`config.mk`:
```
export PLATFORM = sky130hd
export DESIGN_NAME = deal_scheduler_flat
export DESIGN_NICKNAME = d
export VERILOG_FILES = /design/src/rtl/blackjack_pkg.sv /design/src/rtl/deal_scheduler_if.sv /design/src/rtl/deal_scheduler_hand_accum.sv /design/src/rtl/deal_scheduler.sv /design/src/flat_wrapper.sv
export SDC_FILE = /design/constraint.sdc
export NUM_CORES = 1
export LEC_CHECK = 0
export ABC_AREA = 0
export CAP_MARGIN = 20
export CELL_PAD_IN_SITES_DETAIL_PLACEMENT = 1
export CELL_PAD_IN_SITES_GLOBAL_PLACEMENT = 1
export CORE_MARGIN = 3
export CORE_UTILIZATION = 36
export DETAILED_ROUTE_END_ITERATION = 6
export PLACE_DENSITY = 0.8
export SETUP_SLACK_MARGIN = 0.1
export SLEW_MARGIN = 15
export SYNTH_ARGS = -nofsm -noshare
export SYNTH_HDL_FRONTEND = slang
export SYNTH_SLANG_ARGS = --single-unit
```
`constraint.sdc`:
```
create_clock -name clk -period 3.9 [get_ports clk]
set_input_delay 0.39 -clock clk [delete_from_list [all_inputs] [get_ports clk]]
set_output_delay 0.39 -clock clk [all_outputs]
set_load 0.005 [all_outputs]
```
`src/rtl/blackjack_pkg.sv`:
```
// Blackjack types and constants shared by the fsm, playerAI, display and deal_scheduler.
package blackjack_pkg;
  localparam int HAND_W = 5;
  localparam int VAL_W  = 4;

  localparam logic [VAL_W-1:0] ACE      = VAL_W'(1);
  localparam logic [VAL_W-1:0] ACE_HIGH = VAL_W'(11);
  localparam logic [VAL_W-1:0] FACE_VAL = VAL_W'(10);
  localparam logic [VAL_W-1:0] KING     = VAL_W'(13);

  typedef struct packed {
    logic [HAND_W-1:0] high;
    logic [HAND_W-1:0] low;   // 0 = no ace counted as 1
  } hand_t;

  typedef enum logic [1:0] {IDLE, CLEAR, REQ} deal_state_t;
  typedef enum logic [1:0] {P1, P2, D} player_e;
  typedef enum logic {DRAW, DEAL} deal_mode_e;

  // Widen by one bit so the carry shows the overflow, then clamp to the hand maximum.
  function automatic logic [HAND_W-1:0] satAdd(input logic [HAND_W-1:0] a,
                                               input logic [VAL_W-1:0] b);
    logic [HAND_W:0] s;
    s = {1'b0, a} + {{(HAND_W+1-VAL_W){1'b0}}, b};
    return s[HAND_W] ? {HAND_W{1'b1}} : s[HAND_W-1:0];
  endfunction

  function automatic logic legalRank(input logic [VAL_W-1:0] r);
    return (r >= ACE) && (r <= KING);
  endfunction
endpackage

```
`src/rtl/deal_scheduler_if.sv`:
```
// Card source handshake: the scheduler requests, the deck/RNG answers with a rank.
interface deal_scheduler_if;
  import blackjack_pkg::*;
  logic             card_req;
  logic             card_valid;
  logic [VAL_W-1:0] card_value;

  modport master (output card_req, input card_valid, input card_value);
  modport slave  (input card_req, output card_valid, output card_value);
endinterface

```
`src/rtl/deal_scheduler_hand_accum.sv`:
```
// Next hand value for one card: face cards count 10, first ace opens the low (soft) sum.
module hand_accum
  import blackjack_pkg::*;
(
  input  hand_t            cur,
  input  logic [VAL_W-1:0] rank,
  output hand_t            nxt
);
  logic [VAL_W-1:0] v;

  always_comb begin
    v   = (rank >= FACE_VAL) ? FACE_VAL : rank;
    nxt = cur;
    if (cur.low != '0) begin
      nxt.high = satAdd(cur.high, v);
      nxt.low  = satAdd(cur.low, v);
    end else if (rank == ACE) begin
      nxt.low  = satAdd(cur.high, ACE);
      nxt.high = satAdd(cur.high, ACE_HIGH);
    end else begin
      nxt.high = satAdd(cur.high, v);
    end
  end
endmodule

```
`src/rtl/deal_scheduler.sv`:
```
// Shares the card source between P1, P2 and Dealer: opening deal plus single draws.
module deal_scheduler
  import blackjack_pkg::*;
#(
  parameter int DEAL_CARDS = 2
) (
  input  logic                  clk,
  input  logic                  reset,
  input  logic                  start_deal,
  input  logic [2:0]            draw_req,
  deal_scheduler_if.master      cardBus,
  output logic [HAND_W-1:0]     p1_high,
  output logic [HAND_W-1:0]     p1_low,
  output logic [HAND_W-1:0]     p2_high,
  output logic [HAND_W-1:0]     p2_low,
  output logic [HAND_W-1:0]     d_high,
  output logic [HAND_W-1:0]     d_low,
  output logic                  cardsUpdated,
  output logic                  deal_done
);
  localparam int DEAL_TOTAL = 3 * DEAL_CARDS;
  localparam int IDX_W      = (DEAL_TOTAL > 1) ? $clog2(DEAL_TOTAL) : 1;

  deal_state_t      state, stateNxt;
  deal_mode_e       mode;
  player_e          target;
  logic [IDX_W-1:0] dealIdx;
  hand_t [2:0]      hands;
  hand_t            nxtHand;
  logic             cardOk, lastDeal, cardReq;

  assign cardOk   = (state == REQ) && cardBus.card_valid && legalRank(cardBus.card_value);
  assign lastDeal = (dealIdx == IDX_W'(DEAL_TOTAL - 1));

  hand_accum u_accum (
    .cur  (hands[target]),
    .rank (cardBus.card_value),
    .nxt  (nxtHand)
  );

  always_ff @(posedge clk or posedge reset) begin
    if (reset) state <= IDLE;
    else       state <= stateNxt;
  end

  always_comb begin
    stateNxt = state;
    cardReq  = 1'b0;
    unique case (state)
      IDLE:    if (start_deal) stateNxt = CLEAR;
               else if (draw_req != 3'b000) stateNxt = REQ;
      CLEAR:   stateNxt = REQ;
      REQ: begin
        cardReq = 1'b1;
        if (cardOk && (mode == DRAW || lastDeal)) stateNxt = IDLE;
      end
      default: stateNxt = IDLE;
    endcase
  end

  assign cardBus.card_req = cardReq;

  always_ff @(posedge clk or posedge reset) begin
    if (reset) begin
      hands        <= '0;
      target       <= P1;
      mode         <= DRAW;
      dealIdx      <= '0;
      cardsUpdated <= 1'b1;
      deal_done    <= 1'b0;
    end else begin
      cardsUpdated <= (stateNxt == IDLE);
      deal_done    <= cardOk && (mode == DEAL) && lastDeal;
      unique case (state)
        IDLE: if (!start_deal && draw_req != 3'b000) begin
          mode <= DRAW;
          if (draw_req[0])      target <= P1;
          else if (draw_req[1]) target <= P2;
          else                  target <= D;
        end
        CLEAR: begin
          hands   <= '0;
          dealIdx <= '0;
          target  <= P1;
          mode    <= DEAL;
        end
        REQ: if (cardOk) begin
          hands[target] <= nxtHand;
          // Deal rotates P1 -> P2 -> D without leaving REQ.
          if (mode == DEAL && !lastDeal) begin
            dealIdx <= dealIdx + 1'b1;
            unique case (target)
              P1:      target <= P2;
              P2:      target <= D;
              default: target <= P1;
            endcase
          end
        end
        default: ;
      endcase
    end
  end

  assign p1_high = hands[P1].high;
  assign p1_low  = hands[P1].low;
  assign p2_high = hands[P2].high;
  assign p2_low  = hands[P2].low;
  assign d_high  = hands[D].high;
  assign d_low   = hands[D].low;
endmodule

```
`src/flat_wrapper.sv`:
```
// flat-port wrapper written by rule: the top's interface ports become plain ports
module deal_scheduler_flat import blackjack_pkg::*;
#(
  parameter int DEAL_CARDS = 2
)
  (clk, reset, start_deal, draw_req, p1_high, p1_low, p2_high, p2_low, d_high, d_low, cardsUpdated, deal_done, cardBus_card_req, cardBus_card_valid, cardBus_card_value);
  deal_scheduler_if cardBus_i ();
  input  logic clk;
  input  logic reset;
  input  logic start_deal;
  input  logic [2:0] draw_req;
  output logic [HAND_W-1:0] p1_high;
  output logic [HAND_W-1:0] p1_low;
  output logic [HAND_W-1:0] p2_high;
  output logic [HAND_W-1:0] p2_low;
  output logic [HAND_W-1:0] d_high;
  output logic [HAND_W-1:0] d_low;
  output logic cardsUpdated;
  output logic deal_done;
  output wire logic [$bits(cardBus_i.card_req)-1:0] cardBus_card_req;
  input wire logic [$bits(cardBus_i.card_valid)-1:0] cardBus_card_valid;
  input wire logic [$bits(cardBus_i.card_value)-1:0] cardBus_card_value;
  assign cardBus_card_req = cardBus_i.card_req;
  assign cardBus_i.card_valid = cardBus_card_valid;
  assign cardBus_i.card_value = cardBus_card_value;
  deal_scheduler #(.DEAL_CARDS(DEAL_CARDS)) u_core (.clk(clk), .reset(reset), .start_deal(start_deal), .draw_req(draw_req), .cardBus(cardBus_i), .p1_high(p1_high), .p1_low(p1_low), .p2_high(p2_high), .p2_low(p2_low), .d_high(d_high), .d_low(d_low), .cardsUpdated(cardsUpdated), .deal_done(deal_done));
endmodule
```
Word-level counts from Yosys, hierarchy flattened:

Index checks and enable logic that the tools add are counted.

* shifts and indexed selects: 0
* add/subtract/negate cells: 5
* magnitude comparators: 5
* reductions and logical operators: 24
* divide/modulo/power cells: 0
* multiply operators: 0
* multiplexer cells: 32
* bitwise operators: 1
* eq/ne operators: 8

Operators with widths (number)
* 30-bit one-hot mux with 2 select lines: 1
* 30-bit bitwise mux: 1
* 10-bit 2-to-1 mux: 3
* 30-bit 2-to-1 mux: 1
* 5-bit 2-to-1 mux: 6
* 10-bit binary-select mux with 2-bit select: 1
* 10-bit demux with 2-bit select: 1
* 2-bit 2-to-1 mux: 8
* 5-bit by 4-bit adder with 6-bit output: 2
* 2-bit one-hot mux with 3 select lines: 2
* 1-bit logical AND: 9
* 5-bit by 1-bit adder with 6-bit output (second input constant): 1
* 5-bit by 4-bit adder with 6-bit output (second input constant): 1
* 2-bit zero test: 3
* 3-bit 2-to-1 mux: 2
* 3-bit one-hot mux with 2 select lines: 1
* 3-bit nonzero test: 2
* 5-bit nonzero test: 1
* 2-bit by 1-bit equality test with 1-bit output (second input constant): 2
* 4-bit by 1-bit equality test with 1-bit output (second input constant): 1
* 4-bit by 1-bit greater-or-equal comparator with 1-bit output (second input constant): 1
* 4-bit greater-or-equal comparator (second input constant): 1
* 4-bit <= comparator (second input constant): 1
* 4-bit 2-to-1 mux: 1
* 17 further kinds: 22

* bits in registers: 40
* bits in read-only memories: 0
* output and inout port bits: 33
* bits in latches: 0
* RAM bits: 0
* memories: 0

Logic depth before layout (Yosys ltp):

Gate-level depths: netlist of run 1.

* depth after elaboration: 9
* mapped depth: 13

Modules after synthesis:

Synthesis of run 1 repeated with hierarchy kept, for this count alone.

* cell total of the unflattened synthesis: 324
* area, all modules: 2787.7 µm²

Modules (own cells, without submodules)
* deal_scheduler: cells an instance 236, seq. area each 1002.2 µm², instances 1, area an instance 2107.0 µm²
* hand_accum: cells an instance 88, seq. area each 0.0 µm², instances 1, area an instance 680.7 µm²

Least setup slack after synthesis of run 1:

OpenSTA, ideal clock, no wires.

* kind: register to register
* from: register u_core.target[0]
* to: register u_core.hands (netlist bit u_core.p1_high[2])
* setup slack: 1.141 ns
* stages on the path, launching flop included: 12
* data arrival time: 2.665 ns
* library setup time: 0.094 ns
* path buffers: 2
* period minus slack after synthesis: 2.759 ns
* cells stage by stage: dfrtp_1 > clkbuf_1 > clkbuf_1 > o2bb2ai_1 > ha_1 > ha_1 > nor2_1 > a21oi_1 > o211ai_1 > a21oi_1 > nor3_1 > a211oi_1

* cells in the longest elaborated chain, start to end: 9

RTL lines
* from (decl): RTL line deal_scheduler.sv:26 `player_e target;`
* from (signal assigned): RTL line deal_scheduler.sv:66 `target <= P1;`
* from (signal assigned): RTL line deal_scheduler.sv:77 `if (draw_req[0]) target <= P1;`
* from (signal assigned): RTL line deal_scheduler.sv:78 `else if (draw_req[1]) target <= P2;`
* 10-bit binary-select mux with 2-bit select: RTL line deal_scheduler.sv:36 `.cur (hands[target]),`
* 10-bit 2-to-1 mux (implied by the code): RTL line deal_scheduler.sv:36
* 5-bit by 4-bit adder with 6-bit output: RTL line blackjack_pkg.sv:24 `s = {1'b0, a} + {{(HAND_W+1-VAL_W){1'b0}}, b};`
* 5-bit 2-to-1 mux: RTL line blackjack_pkg.sv:25 `return s[HAND_W] ? {HAND_W{1'b1}} : s[HAND_W-1:0];`
* 5-bit 2-to-1 mux: RTL line deal_scheduler_hand_accum.sv:17 `end else if (rank == ACE) begin`
* 10-bit 2-to-1 mux: RTL line deal_scheduler_hand_accum.sv:14 `if (cur.low != '0) begin`
* 30-bit bitwise mux *: RTL line deal_scheduler.sv:88 `hands[target] <= nxtHand;`
* 30-bit 2-to-1 mux *: RTL line deal_scheduler.sv:87 `REQ: if (cardOk) begin`
* 30-bit one-hot mux with 2 select lines *: RTL line deal_scheduler.sv:74 `unique case (state)`
* to (signal, indexed assignment): RTL line deal_scheduler.sv:88
* to (decl): RTL line deal_scheduler.sv:28 `hand_t [2:0] hands;`

Mark *: on every way between the ends. The rest lies on a longest branch, timed or not. The select of a mux whose other input is x is not followed.
A chain may end at the register's enable or synchronous reset.

Worst setup path after layout of run 1:

* from: register u_core.target[1]
* to: register u_core.hands (netlist bit u_core.p1_low[3])

* cells in the longest elaborated chain, start to end: 9

RTL lines (RTL line)
* 10-bit binary-select mux with 2-bit select: deal_scheduler.sv:36
* 10-bit 2-to-1 mux (implied by the code): deal_scheduler.sv:36
* 5-bit by 1-bit adder with 6-bit output: blackjack_pkg.sv:24
* 5-bit 2-to-1 mux: blackjack_pkg.sv:25
* 5-bit 2-to-1 mux: deal_scheduler_hand_accum.sv:17
* 10-bit 2-to-1 mux: deal_scheduler_hand_accum.sv:14
* 30-bit bitwise mux *: deal_scheduler.sv:88
* 30-bit 2-to-1 mux *: deal_scheduler.sv:87
* 30-bit one-hot mux with 2 select lines *: deal_scheduler.sv:74

Marks and branches as above.

==> reports/results.ini, run 1 <==
[worst_setup_path]
worstPathRequired_ns=4.05
max_stage_delay_ns=0.50
crit_chain=buf_4 -> mux2i_1 -> o2bb2ai_1 -> ha_1 -> nor2_1 -> a221oi_1 -> nand3_1 -> a32o_1 -> a221oi_1 -> o31ai_1
arrival_ns=3.43
worstPathMaxFanout=11
end_kind=flop
worstRegToRegCells=10
crit_top_cell=a221oi_1
worst-setup-path-type=flop to flop
cpMaxStageDelayCell=a221oi_1
cp-start-kind=flop

[placed_design]
post-place-cells=492
hpwl_um=7649
port_buffers=43
routabilityCongestion=0.8906

[drt]
route.detailed.drc=0
dr.pass1.iters=4
drt-total-wl_um=10060
wl_met1_um=4765
post_drt_via_cell_ratio=6.126
antenna_left=0
drtIter0Drc=188
top_layer_used=met4
wire_per_inst_um=20.12
wl_met2_um=4871
vias=3063
wl_met3_um=322

[die]
die_w_um=97.18
coreArea_mm2=0.007888
die_h_um=97.18
start_util=0.3794
dieArea_mm2=0.009444
num_io_pins=44
std_cell_rows=32

[cells_and_area]
num_antenna_cells=0
final_cell_mix=43 x clkdlybuf4s50_1, 39 x dfrtp_1, 31 x o21ai_0
layout-drive-gt1-share=0.07286
final_common_cell=clkdlybuf4s50_1
fin_cells=500
syn2layout_area_growth_pct=21.15
final_nets=424

[clock_tree]
cts_buffers=5
cts-root-buf=clkbuf_8
postCtsHoldBufs=0
clock-sinks=40
clock_path_buffers=2
path_clk_slew_ns=0.08
cts_setup_buffers=0
clk_latency_ns=0.29
htreeDepth=2
cts_resized=0
cts_tree=built

[synthesis]
synth-seq-cells=40
synth_compound_area_frac=0.2621
synth_edf_count=0
synth_cells=357
synthFlopType=dfrtp_1
synthSimpleGateAreaFrac=0.2262
yosysTopAreaCell=dfrtp_1
yosysWarnings=0
synth_top_family_by_area=compound AO/OA/AOI/OAI gates
synth_fa_ha_area_frac=0.06689
synth_mux_area_frac=0.04515
synth_nets=384
syn_area_mm2=0.002993
synth_area_leaders=dfrtp_1 33%, ha_1 6.7%, o21ai_0 5.2%
synth_top_area_frac=0.3261
synth_xor_area_frac=0.01756
ys_types=59
synth.yosys.seq_area_share=0.3349
synth.avg_cell_area_um2=8.383
synth-async-reset-ratio=1.000

[timing]
finalSetupTns_ns=0
post-route-period-util=0.8398
slew_violations=0
worstMarginPinSlew_ns=0.9499
period_needed_ns=3.275
max_slew_margin=0.3660
setup_violations=0
hold_violations=0
max_freq_mhz=305.3
rsz0062_at_grt=false
finClkSkew_ns=0.01160

[status]
status=completed

[pwr]
max-vdd-ir-drop_mv=0.3426
power_density_mw_per_mm2=728.9
pwr-share-seq=0.250
power.switching_mw=1.279
switching_share=0.4841
cellInternalPower_mw=1.364
power.share.combinational=0.649
clkPwrFrac=0.101
static-leakage-power_nw=1.465

[worst_hold_path]
min_delay_path_depth=2
min_path_type=flop to flop

[global_routing]
overflow=0
grt_max_degree=26
first_global_vias=3146
track_usage=0.2100
grt_pass1_wl_um=16410
antenna_found_initial=0

[flow_run]
maxCapViolCount=0

-- metrics by stage --
| stage | total power [mW] | area [um^2] | setup WS (ns) | util | hold slack (ns) |
|---|---|---|---|---|---|
| detailed placement | 2.356 | 3545 | 0.5971 | 0.4494 | 0.5027 |
| CTS | 2.633 | 3626 | 0.6829 | 0.4597 | 0.5242 |
| floorplan | 1.719 | 2993 | 1.141 | - | 0.4694 |
| global placement | 2.295 | 3545 | 0.7608 | 0.4494 | 0.4895 |
| global route | 2.848 | 3626 | 0.3802 | 0.4597 | 0.5494 |
| finish | 2.643 | 3626 | 0.6250 | 0.4597 | 0.5205 |
-- critical path, delay by kind of cell, from the launching register on --
family          cells  cell delay (ns)
compound gates      5             1.81
fa+ha+maj           1             0.35
buf+inv             1             0.21
flops               1             0.39
mux                 1             0.14
simple gates        2             0.24
-- synthesized netlist by cell type, types with 5 or more instances --
cell type  instances
nand4_1            8
o211ai_1           7
a21oi_1           27
mux2i_1           11
a31oi_1            7
nor3_1            11
nand2b_1           6
xnor2_1            5
ha_1              16
o21ai_0           31
clkbuf_1          17
and2_1             7
nand3_1           27
o2bb2ai_1          5
o31ai_1            6
inv_1             10
nor2_1            18
nand2_1           30
dfrtp_1           39
-- layout make-up --
cell class / instances / area (um^2)
clock inverters: 1 / 5.005
clock buffers: 7 / 76.32
flip-flops and latches: 40 / 1002
inverters: 10 / 37.54
fillers: 930 / 4262
multi-input cells: 284 / 1849
repair buffers: 56 / 528.0
well taps: 102 / 127.6
-- registers in the layout, summed over array words and instances (netlist names) --
| name | cells |
|---|---|
| u_core.cardsUpdated | 1 |
| u_core.d_high | 5 |
| u_core.d_low | 5 |
| u_core.dealIdx | 3 |
| u_core.deal_done | 1 |
| u_core.mode | 1 |
| u_core.p1_high | 5 |
| u_core.p1_low | 5 |
| u_core.p2_high | 5 |
| u_core.p2_low | 5 |
| u_core.state | 2 |
| u_core.target | 2 |
-- path summary, 6_finish.rpt --
kind	from	end	slack, ns
hold / removal	u_core.d_high[0]	u_core.d_high[0]	0.52
setup reg to reg	u_core.target[1]	u_core.p1_low[3]	0.62
setup / recovery	u_core.target[1]	u_core.p1_low[3]	0.62
max in group asynchronous	reset	u_core.p2_low[4]	2.49
hold reg to reg	u_core.d_high[0]	u_core.d_high[0]	0.52
min in group asynchronous	reset	u_core.mode	0.61
-- power groups by stage --
stage / Clock [mW] / Combinational, mW / Sequential [mW]
detailed placement: 0 / 1.69 / 0.666
CTS: 0.270 / 1.70 / 0.661
global route: 0.292 / 1.88 / 0.680
global placement: 0 / 1.63 / 0.661
finish: 0.267 / 1.72 / 0.660
floorplan: 0 / 1.07 / 0.649
-- layer usage --
layer  up-vias  GRT usage
li1       1424          -
met1      1552     0.2908
met2        76     0.3514
met3        11    0.02369
met4         0    0.04860
met5         -          0
-- cell families (layout without fill, tap and decap cells) --
logic type,count (synthesis),in the layout
mux,13,13
fa+ha+maj,16,16
simple gates,129,129
xor+xnor,6,6
buf+inv,33,74
flops,40,40
compound gates,120,120
(Power assumes the default switching activity.)
==> inputs of run 2 (changes only) <==
--- a/config.mk
+++ b/config.mk
@@ -12,7 +12,7 @@
 export CORE_MARGIN = 3
 export CORE_UTILIZATION = 36
 export DETAILED_ROUTE_END_ITERATION = 6
-export PLACE_DENSITY = 0.8
+export PLACE_DENSITY = 0.83
 export SETUP_SLACK_MARGIN = 0.1
 export SLEW_MARGIN = 15
 export SYNTH_ARGS = -nofsm -noshare
==> constraint.sdc (replaced) <==
create_clock -name clk -period 2.8 [get_ports clk]
set_input_delay 0.28 -clock clk [delete_from_list [all_inputs] [get_ports clk]]
set_output_delay 0.28 -clock clk [all_outputs]
set_load 0.005 [all_outputs]
==> reports/results.ini, run 2 (synthesized netlist as in run 1, its figures left out) <==
[worst_setup_path]
arrival_ns=2.82  ; -0.61 ns
cp-start-kind=flop
cp_top_family=compound AO/OA/AOI/OAI gates
path_buf_inv=3  ; +2
worstPathRequired_ns=2.97  ; -1.08 ns
path_depth=12  ; +2
worstPathMaxFanout=9  ; -2
timing.rr.end=u_core.d_low[4]
crit_chain=buf_4 -> mux2i_2 -> o21ai_1 -> buf_4 -> xnor2_1 -> ha_1 -> nand2_1 -> a21oi_1 -> o221ai_1 -> a22oi_2 -> buf_4 -> o21ai_0
cpMaxStageDelayCell=dfrtp_2
r2r_slack_ns=0.16  ; -0.47 ns
worstRegToRegCells=12  ; +2
max_stage_delay_ns=0.44  ; -0.06 ns
crit_top_cell=buf_4
worst-setup-path-type=flop to flop
end_kind=flop
reg2reg_from=u_core.target[1]

[die]
start_util=0.3794  ; unchanged
std_cell_rows=32  ; unchanged
dieArea_mm2=0.009444  ; unchanged
die_h_um=97.18  ; unchanged
coreArea_mm2=0.007888  ; unchanged
num_io_pins=44  ; unchanged
die_w_um=97.18  ; unchanged

[timing]
post-route-period-util=0.9436  ; +0.1038
slew_violations=0  ; unchanged
rsz0062_at_grt=true
finClkSkew_ns=0.009659  ; -0.001937 ns
hold_violations=0  ; unchanged
max_freq_mhz=378.5  ; +24%
max_slew_margin=0.4082  ; +0.04215
worstMarginPinSlew_ns=0.8809  ; -0.06896 ns
period_needed_ns=2.642  ; -0.6331 ns
setup_violations=0  ; unchanged

[drt]
vias=3338  ; +9.0%
dr.pass1.iters=4  ; unchanged
wire_per_inst_um=21.81  ; +8.4%
drt-total-wl_um=11650  ; +16%
route.detailed.drc=0  ; unchanged
post_drt_via_cell_ratio=6.251  ; +2.0%
antenna_left=0  ; unchanged
drtIter0Drc=220  ; +17%

[cells_and_area]
layout-drive-gt1-share=0.1968  ; +0.1239
final_cell_mix=45 x buf_4, 43 x clkdlybuf4s50_1, 37 x dfrtp_1
regArea_mm2=0.001005  ; +0.25%
multi_input_area_mm2=0.001956  ; +5.8%
final_common_cell=buf_4
fin_cells=534  ; +6.8%
num_antenna_cells=0  ; unchanged
syn2layout_area_growth_pct=34.28
fill_cells=921  ; -0.97%
final_area_mm2=0.004019  ; +11%
final_nets=458  ; +8.0%

[global_routing]
overflow=0  ; unchanged
track_usage=0.2357  ; +0.02567
antenna_found_initial=0  ; unchanged
first_global_vias=3414  ; +8.5%
grt_pass1_wl_um=18060  ; +10%
grt_max_degree=41  ; +58%

[placed_design]
routabilityCongestion=0.9582  ; +7.6%
hpwl_um=8280  ; +8.3%
port_buffers=43  ; unchanged
post-place-cells=522  ; +6.1%
dpl_cell_area_mm2=0.003801  ; +7.2%

[flow_run]
maxCapViolCount=0  ; unchanged

[worst_hold_path]
min_path_type=input pin to async pin

[pwr]
max-vdd-ir-drop_mv=0.4988  ; +46%
static-leakage-power_nw=1.645  ; +12%
power_density_mw_per_mm2=1056  ; +45%
fin_total_pwr_mw=4.244  ; +61%

[clock_tree]
htreeDepth=2  ; unchanged
cts_tree=built
cts_buffers=5  ; unchanged
cts-root-buf=clkbuf_8
clk_latency_ns=0.30  ; about the same
clock-sinks=40  ; unchanged
postCtsHoldBufs=0  ; unchanged
path_clk_slew_ns=0.08  ; about the same
clock_path_buffers=2  ; unchanged

[status]
status=completed

[run 2: cell count changes in the layout (fill, tap and decap cells not counted), sizes merged]
cell,change
clkinvlp,+1
clkbuf,-1
buf,+34
[run 2: how the worst max path moves through the flow]
stage	startpoint	endpoint	slack, ns
2_1_floorplan	u_core.target[0]	u_core.p1_high[2]	0.16
3_3_place_gp	cardBus_card_value[1]	u_core.p2_low[3]	0.07
3_5_place_dp	cardBus_card_value[2]	u_core.d_low[1]	-0.08
4_1_cts	u_core.target[1]	u_core.d_low[1]	0.11
5_1_grt	u_core.target[0]	u_core.p2_high[2]	0.04
6_report	u_core.target[1]	u_core.d_low[4]	0.16
[run 2: per-stage QoR]
stage	util	setup WS (ns)	hold slack (ns)	setup TNS, ns
6_report	0.5095	0.1580	0.4144	0
5_1_grt	0.5095	0.03942	0.4694	0
4_1_cts	0.4960	0.1068	0.4215	0
3_5_place_dp	0.4819	-0.07840	0.5146	-0.4229
3_3_place_gp	0.4819	0.06769	0.4862	0
2_1_floorplan	-	0.1620	0.4694	0
[run 2: layer usage]
metal	vias up	GRT usage	wire length (um)
met2	138	0.3981	5718
met4	0	0.07019	253
met1	1688	0.3121	5061
met5	-	0	0
met3	25	0.03374	615
li1	1487	-	-
[run 2: repair_timing]
action | in CTS | in global routing
gates resized for setup | 5 | 19
pin swaps | 1 | 4
buffers inserted | 2 | 2
hold endpoints to repair | 0 | 0
endpoints found under the setup margin | 23 | 25
[run 2: worst register-to-register path, stage by stage (launching register included)]
cell      delay (ns)
dfrtp_2         0.44
buf_4           0.21
mux2i_2         0.32
o21ai_1         0.13
buf_4           0.17
xnor2_1         0.16
ha_1            0.22
nand2_1         0.06
a21oi_1         0.12
o221ai_1        0.17
a22oi_2         0.26
buf_4           0.17
o21ai_0         0.08
[run 2: power breakdown]
part / leakage [nW] / switching [mW] / internal, mW
sequential: 0.535 / 0.222 / 0.763
combinational: 1.07 / 1.59 / 1.27
clock: 0.0412 / 0.217 / 0.174
[run 2: layout make-up]
type                       instances  area share
timing repair buffer              90      0.2011
inverter                          10    0.009340
sequential                        40      0.2500
clock buffer                       6     0.01806
multi-input combinational        284      0.4866
clock inverter                     2    0.003113
tap                              102     0.03176
==> inputs of run 3 (changes only) <==
--- a/config.mk
+++ b/config.mk
@@ -12,8 +12,10 @@
 export CORE_MARGIN = 3
 export CORE_UTILIZATION = 36
 export DETAILED_ROUTE_END_ITERATION = 6
-export PLACE_DENSITY = 0.83
+export MAX_ROUTING_LAYER = met4
+export PLACE_DENSITY_LB_ADDON = 0.1
 export SETUP_SLACK_MARGIN = 0.1
+export SKIP_CTS_REPAIR_TIMING = 1
 export SLEW_MARGIN = 15
 export SYNTH_ARGS = -nofsm -noshare
 export SYNTH_HDL_FRONTEND = slang
==> reports/results.ini, run 3 (synthesized netlist as in run 1, its figures left out) <==
[pwr]
switching_share=0.4514  ; -0.02726
power.switching_mw=2.019  ; -0.63%
power_density_mw_per_mm2=1063  ; +0.70%
cellInternalPower_mw=2.453  ; +11%
clkPwrFrac=0.118  ; +0.026
pwr-share-seq=0.215  ; -0.017
fin_total_pwr_mw=4.472  ; +5.4%
power.share.combinational=0.667  ; -0.009
static-leakage-power_nw=1.729  ; +5.1%
max-vdd-ir-drop_mv=0.4558  ; -8.6%

[drt]
dr.pass1.iters=5  ; +1
post_drt_via_cell_ratio=5.918  ; -5.3%
vias=3243  ; -2.8%
antenna_left=0  ; unchanged
drtIter0Drc=182  ; -17%
drt-total-wl_um=11130  ; -4.5%
route.detailed.drc=0  ; unchanged
wire_per_inst_um=20.30  ; -6.9%

[cells_and_area]
final_common_cell=buf_4
num_antenna_cells=0  ; unchanged
layout-drive-gt1-share=0.2489  ; +0.05212
fill_cells=963  ; +4.6%
final_cell_mix=57 x buf_4, 43 x clkdlybuf4s50_1, 38 x dfrtp_1
fin_cells=548  ; +2.6%
syn2layout_area_growth_pct=40.51
final_nets=472  ; +3.1%
final_area_mm2=0.004205  ; +4.6%

[die]
std_cell_rows=32  ; unchanged
start_util=0.3794  ; unchanged
die_w_um=97.18  ; unchanged
num_io_pins=44  ; unchanged
coreArea_mm2=0.007888  ; unchanged
die_h_um=97.18  ; unchanged
dieArea_mm2=0.009444  ; unchanged

[status]
status=completed

[worst_setup_path]
worst-setup-path-type=flop to flop
cpMaxStageDelayCell=dfrtp_2
max_stage_delay_ns=0.47  ; +0.03 ns
cp-start-kind=flop
worstPathMaxFanout=6  ; -3
worstPathRequired_ns=2.97  ; about the same
arrival_ns=2.87  ; +0.05 ns
crit_top_cell=buf_6
end_kind=flop
crit_chain=buf_6 -> mux2i_2 -> o2bb2ai_2 -> ha_2 -> nor2b_1 -> a221oi_2 -> nand3_1 -> a32o_2 -> a221oi_4 -> buf_6 -> o31ai_1

[placed_design]
hpwl_um=8310  ; +0.36%
dpl_cell_area_mm2=0.003866  ; +1.7%
post-place-cells=534  ; +2.3%
place_ws_ns=-0.2461  ; -0.1677 ns
routabilityCongestion=0.8814  ; -8.0%
port_buffers=43  ; unchanged

[clock_tree]
path_clk_slew_ns=0.08  ; about the same
clock_path_buffers=2  ; unchanged
cts_tree=built
cts-root-buf=clkbuf_8
htreeDepth=2  ; unchanged
clock-sinks=40  ; unchanged
cts_buffers=5  ; unchanged
clk_latency_ns=0.29  ; about the same

[global_routing]
grt_max_degree=41  ; unchanged
antenna_found_initial=0  ; unchanged
grt_pass1_wl_um=17950  ; -0.65%
overflow=0  ; unchanged
track_usage=0.2382  ; +0.002569
first_global_vias=3385  ; -0.85%

[timing]
max_freq_mhz=370.6  ; -2.1%
max_slew_margin=0.4396  ; +0.03143
rsz0062_at_grt=true
layout_setup_ws_ns=0.1019  ; -0.05614 ns
finClkSkew_ns=0.005818  ; -0.003841 ns
hold_violations=0  ; unchanged
slew_violations=0  ; unchanged
post-route-period-util=0.9636  ; +0.02005
worstMarginPinSlew_ns=0.8342  ; -0.04678 ns
period_needed_ns=2.698  ; +0.05614 ns
setup_violations=0  ; unchanged

[flow_run]
maxCapViolCount=0  ; unchanged

[worst_hold_path]
min_path_type=input pin to async pin

## run 3: changes by cell type in the layout (fill, tap and decap cells not counted), moves of 2 or more
cell	delta
nor2_1	-2
ha_1	-2
buf_6	+4
clkbuf_8	+2
buf_4	+12
buf_12	-2
ha_2	+3
mux2i_1	-2
nor2_2	+2
## run 3: through the flow
step	TNS [ns]	hold slack, ns	util
2_1_floorplan	0	0.4694	-
3_3_place_gp	-0.6331	0.4904	0.4902
3_5_place_dp	-0.9008	0.5094	0.4902
4_1_cts	-1.173	0.4336	0.5062
5_1_grt	-0.04722	0.4697	0.5332
6_report	0	0.4125	0.5332
## run 3: path summary, 6_finish.rpt
kind                       slack (ns)                end  cells after the start         startpoint
max                              0.10   u_core.p2_low[3]                     11   u_core.target[1]
min                              0.41    u_core.state[1]                      3              reset
max reg2reg                      0.10   u_core.p2_low[3]                     11   u_core.target[1]
min reg2reg                      0.52  u_core.dealIdx[2]                      1  u_core.dealIdx[2]
max in group asynchronous        1.99   u_core.target[1]                      3              reset
min in group clk                 0.52  u_core.dealIdx[2]                      1  u_core.dealIdx[2]
## run 3: worst max-delay path: cells and delay by family (launching register included)
family          cells  cell delay (ns)
mux                 1             0.14
simple gates        2             0.21
compound gates      5             1.17
buf+inv             2             0.30
flops               1             0.47
fa+ha+maj           1             0.26
## run 3: power by group through the flow
stage                     logic [mW]  clock network [mW]  registers (mW)
after floorplan                 1.50                   0           0.905
after global placement          2.63                   0           0.964
after detailed placement        2.69                   0           0.963
after CTS                       2.72               0.534           0.955
after global routing            3.25               0.563           0.986
final                           2.98               0.528           0.962
## run 3: layout make-up
class / count / area (um^2) / share of cell area
timing repair buffer: 104 / 903.4 / 0.2148
clock inverter: 1 / 30.03 / 0.007141
multi-input combinational: 284 / 2007 / 0.4772
inverter: 10 / 37.54 / 0.008926
clock buffer: 7 / 96.34 / 0.02291
sequential: 40 / 1003 / 0.2386
tap: 102 / 127.6 / 0.03035
## run 3: layer usage
| metal | GRT usage | part of all wire | vias up |
|---|---|---|---|
| met1 | 0.3479 | 0.49 | 1625 |
| li1 | - | - | 1521 |
| met2 | 0.3599 | 0.46 | 85 |
| met3 | 0.02513 | 0.043 | 12 |
| met5 | - | 0 | - |
| met4 | 0.04644 | 0.012 | 0 |
==> RTL edit (config.mk and constraints of run 2) <==
The 3 states of `deal_state_t` get a one-hot encoding in 3 bits.
--- a/src/rtl/blackjack_pkg.sv
+++ b/src/rtl/blackjack_pkg.sv
@@ -14,5 +14,5 @@
   } hand_t;
 
-  typedef enum logic [1:0] {IDLE, CLEAR, REQ} deal_state_t;
+  typedef enum logic [2:0] {IDLE = 3'b001, CLEAR = 3'b010, REQ = 3'b100} deal_state_t;
   typedef enum logic [1:0] {P1, P2, D} player_e;
   typedef enum logic {DRAW, DEAL} deal_mode_e;
Behaviour: no difference found for any inputs over 4 cycles, from zero or initial values and one cycle with reset high; so few cycles prove little.
==> RTL edit against run 2 <==
Worst setup slack got worse by 61 ps. Hold slack got worse by 13 ps. Routed wire length fell by 10%. Sequential cell count rose by 1. Clock skew rose by 0.80 ps. Cell area fell by 1.8%. Synthesized cell count fell by 11%. Area after synthesis fell by 4.5%. Sequential share of layout area rose by 1.1 points. Total power fell by 12%. Largest cell class unchanged.
==> RTL edit: results (changes against run 2) <==
status: "complete, no violations"  # unchanged
synthTopCellsByArea: "dfrtp_1 (34%), mux2i_1 (5.6%), ha_1 (5.3%)"  # was dfrtp_1 (33%), ha_1 (6.7%), o21ai_0 (5.2%)
clock_skew_ps: 10.5  # was 9.66 ps
powerDensity_mw_per_mm2: 943  # was 1060 mW/mm^2
dr.pass1.iters: 4  # unchanged
gp_congestion: 0.933  # was 0.958
p_leak_nw: 1.64  # about the same
powerComb_mw: 2.32  # was 2.87 mW
cts.path.max_buffers: 2  # unchanged
pre_cts_ws_ps: -84.1  # was -78.4 ps
arrival_ps: 2900  # was 2820 ps
dp_hpwl_um: 7410  # was 8280 um
diodes: 0  # unchanged
hold_path.class: "primary input to asynchronous set/reset pin"  # unchanged
synthArstFlopShare_pct: 100  # unchanged
dp_cells: 482  # was 522
clkSlewWorstSetupHoldPaths_ps: 90
grt_pass1_vias: 3118  # was 3,414
clk_latency_ps: 310
io_buffers: 43  # unchanged
clockRootBuffer: "clkbuf_8"  # unchanged
tritoncts: "built"  # unchanged
cts_setup_buffers: 1  # was 2
vias: 2918  # was 3,338
grt_pass1_wl_um: 16100  # was 18,100 um
max_slew_margin_pct: 46.4  # was 40.8%
synth_fp_nets: 341  # was 384
layout-drive-gt1-share_pct: 23.4  # was 19.7%
ys_seq_area_share_pct: 36.0  # was 33.5%
fin_nets: 416  # was 458
cts_max_level: 2  # unchanged
tns_ps: 0  # unchanged
grt_max_degree: 42  # was 41
routed_wl_um: 10500  # was 11,600 um
drc: 0  # unchanged
cp_slowest_cell: "dfrtp_2"  # unchanged
crit_path_max_incr_delay_ps: 480  # was 440 ps
place_area_sq_mm: 0.00365  # was 0.00380 sq mm
cts.repair.resized: 12  # was 5
post_synth.cell_area_avg_sq_um: 8.99  # was 8.38 sq um
synthTopCellsByCount: "dfrtp_1 (39), nand2_1 (35), nor2_1 (21)"  # was dfrtp_1 (39), o21ai_0 (31), nand2_1 (30)
post_drt_wl_per_cell_um: 21.3  # was 21.8 um
drt-initial-drc-count: 134  # was 220
crit_family: "multiplexers"  # was compound AO/OA/AOI/OAI gates
crit_fanout: 4  # was 9
grtUsageTotal_pct: 22.9  # was 23.6%
ys_types: 58  # was 59
vdd_drop_max_uv: 435  # was 499 uV
cts_made_buffers: 5  # unchanged
p_int_mw: 2.07  # was 2.21 mW
yosysWarningCount: 0  # unchanged
antenna_found_initial: 0  # unchanged
clock_power_share_pct: 10.7  # was 9.2%
## RTL edit: cell types whose count changed after synthesis, moves of 5 or more
cell / run 2 / this run
a21oi_1: 27 / 10
a22o_1: 1 / 13
and2_1: 7 / 1
clkbuf_1: 17 / 10
mux2i_1: 11 / 16
nand2_1: 30 / 35
nand3_1: 27 / 10
nand4_1: 8 / 2
nor3_1: 11 / 6
o211ai_1: 7 / 12
o21ai_0: 31 / 19
## RTL edit: logic make-up after synthesis
logic type      synth area share (%)
buf+inv                         4.47
fa+ha+maj                       5.60
compound gates                  26.3
simple gates                    19.2
mux                             7.18
xor+xnor                        1.23
flops                           36.0
## RTL edit: layer usage
layer  part of all wire [%]  wire length [um]  track usage (%)  vias up
li1                       -                 -                -     1351
met1                     43              4480             28.9     1474
met2                     52              5430             39.9       69
met3                    3.1               327             3.47       24
met4                    2.4               251             7.69        0
met5                      0                 0                0        -
## RTL edit: path summary, 6_finish.rpt
check	startpoint	to	slack [ps]	cells past startpoint
worst max-delay path	u_core.target[1]$_DFFE_PP0P_	u_core.p2_high[4]$_DFFE_PP0P_	100	12
worst min-delay path	reset	u_core.mode$_DFFE_PP0P_	400	3
worst max register to register	u_core.target[1]$_DFFE_PP0P_	u_core.p2_high[4]$_DFFE_PP0P_	100	12
worst min register to register	u_core.p1_high[0]$_DFFE_PP0P_	u_core.p1_high[0]$_DFFE_PP0P_	530	1
max in group asynchronous	reset	u_core.target[1]$_DFFE_PP0P_	2030	3
min in group clk	u_core.p1_high[0]$_DFFE_PP0P_	u_core.p1_high[0]$_DFFE_PP0P_	530	1
## RTL edit: final cells by class
type                    instances  area (sq um)
multi-input cells             246          1870
repair buffers                 86           782
fillers                       843          3540
clock buffers                   6          72.6
clock inverters                 2          15.0
well taps                      99           124
inverters                      13          52.6
flip-flops and latches         41          1030
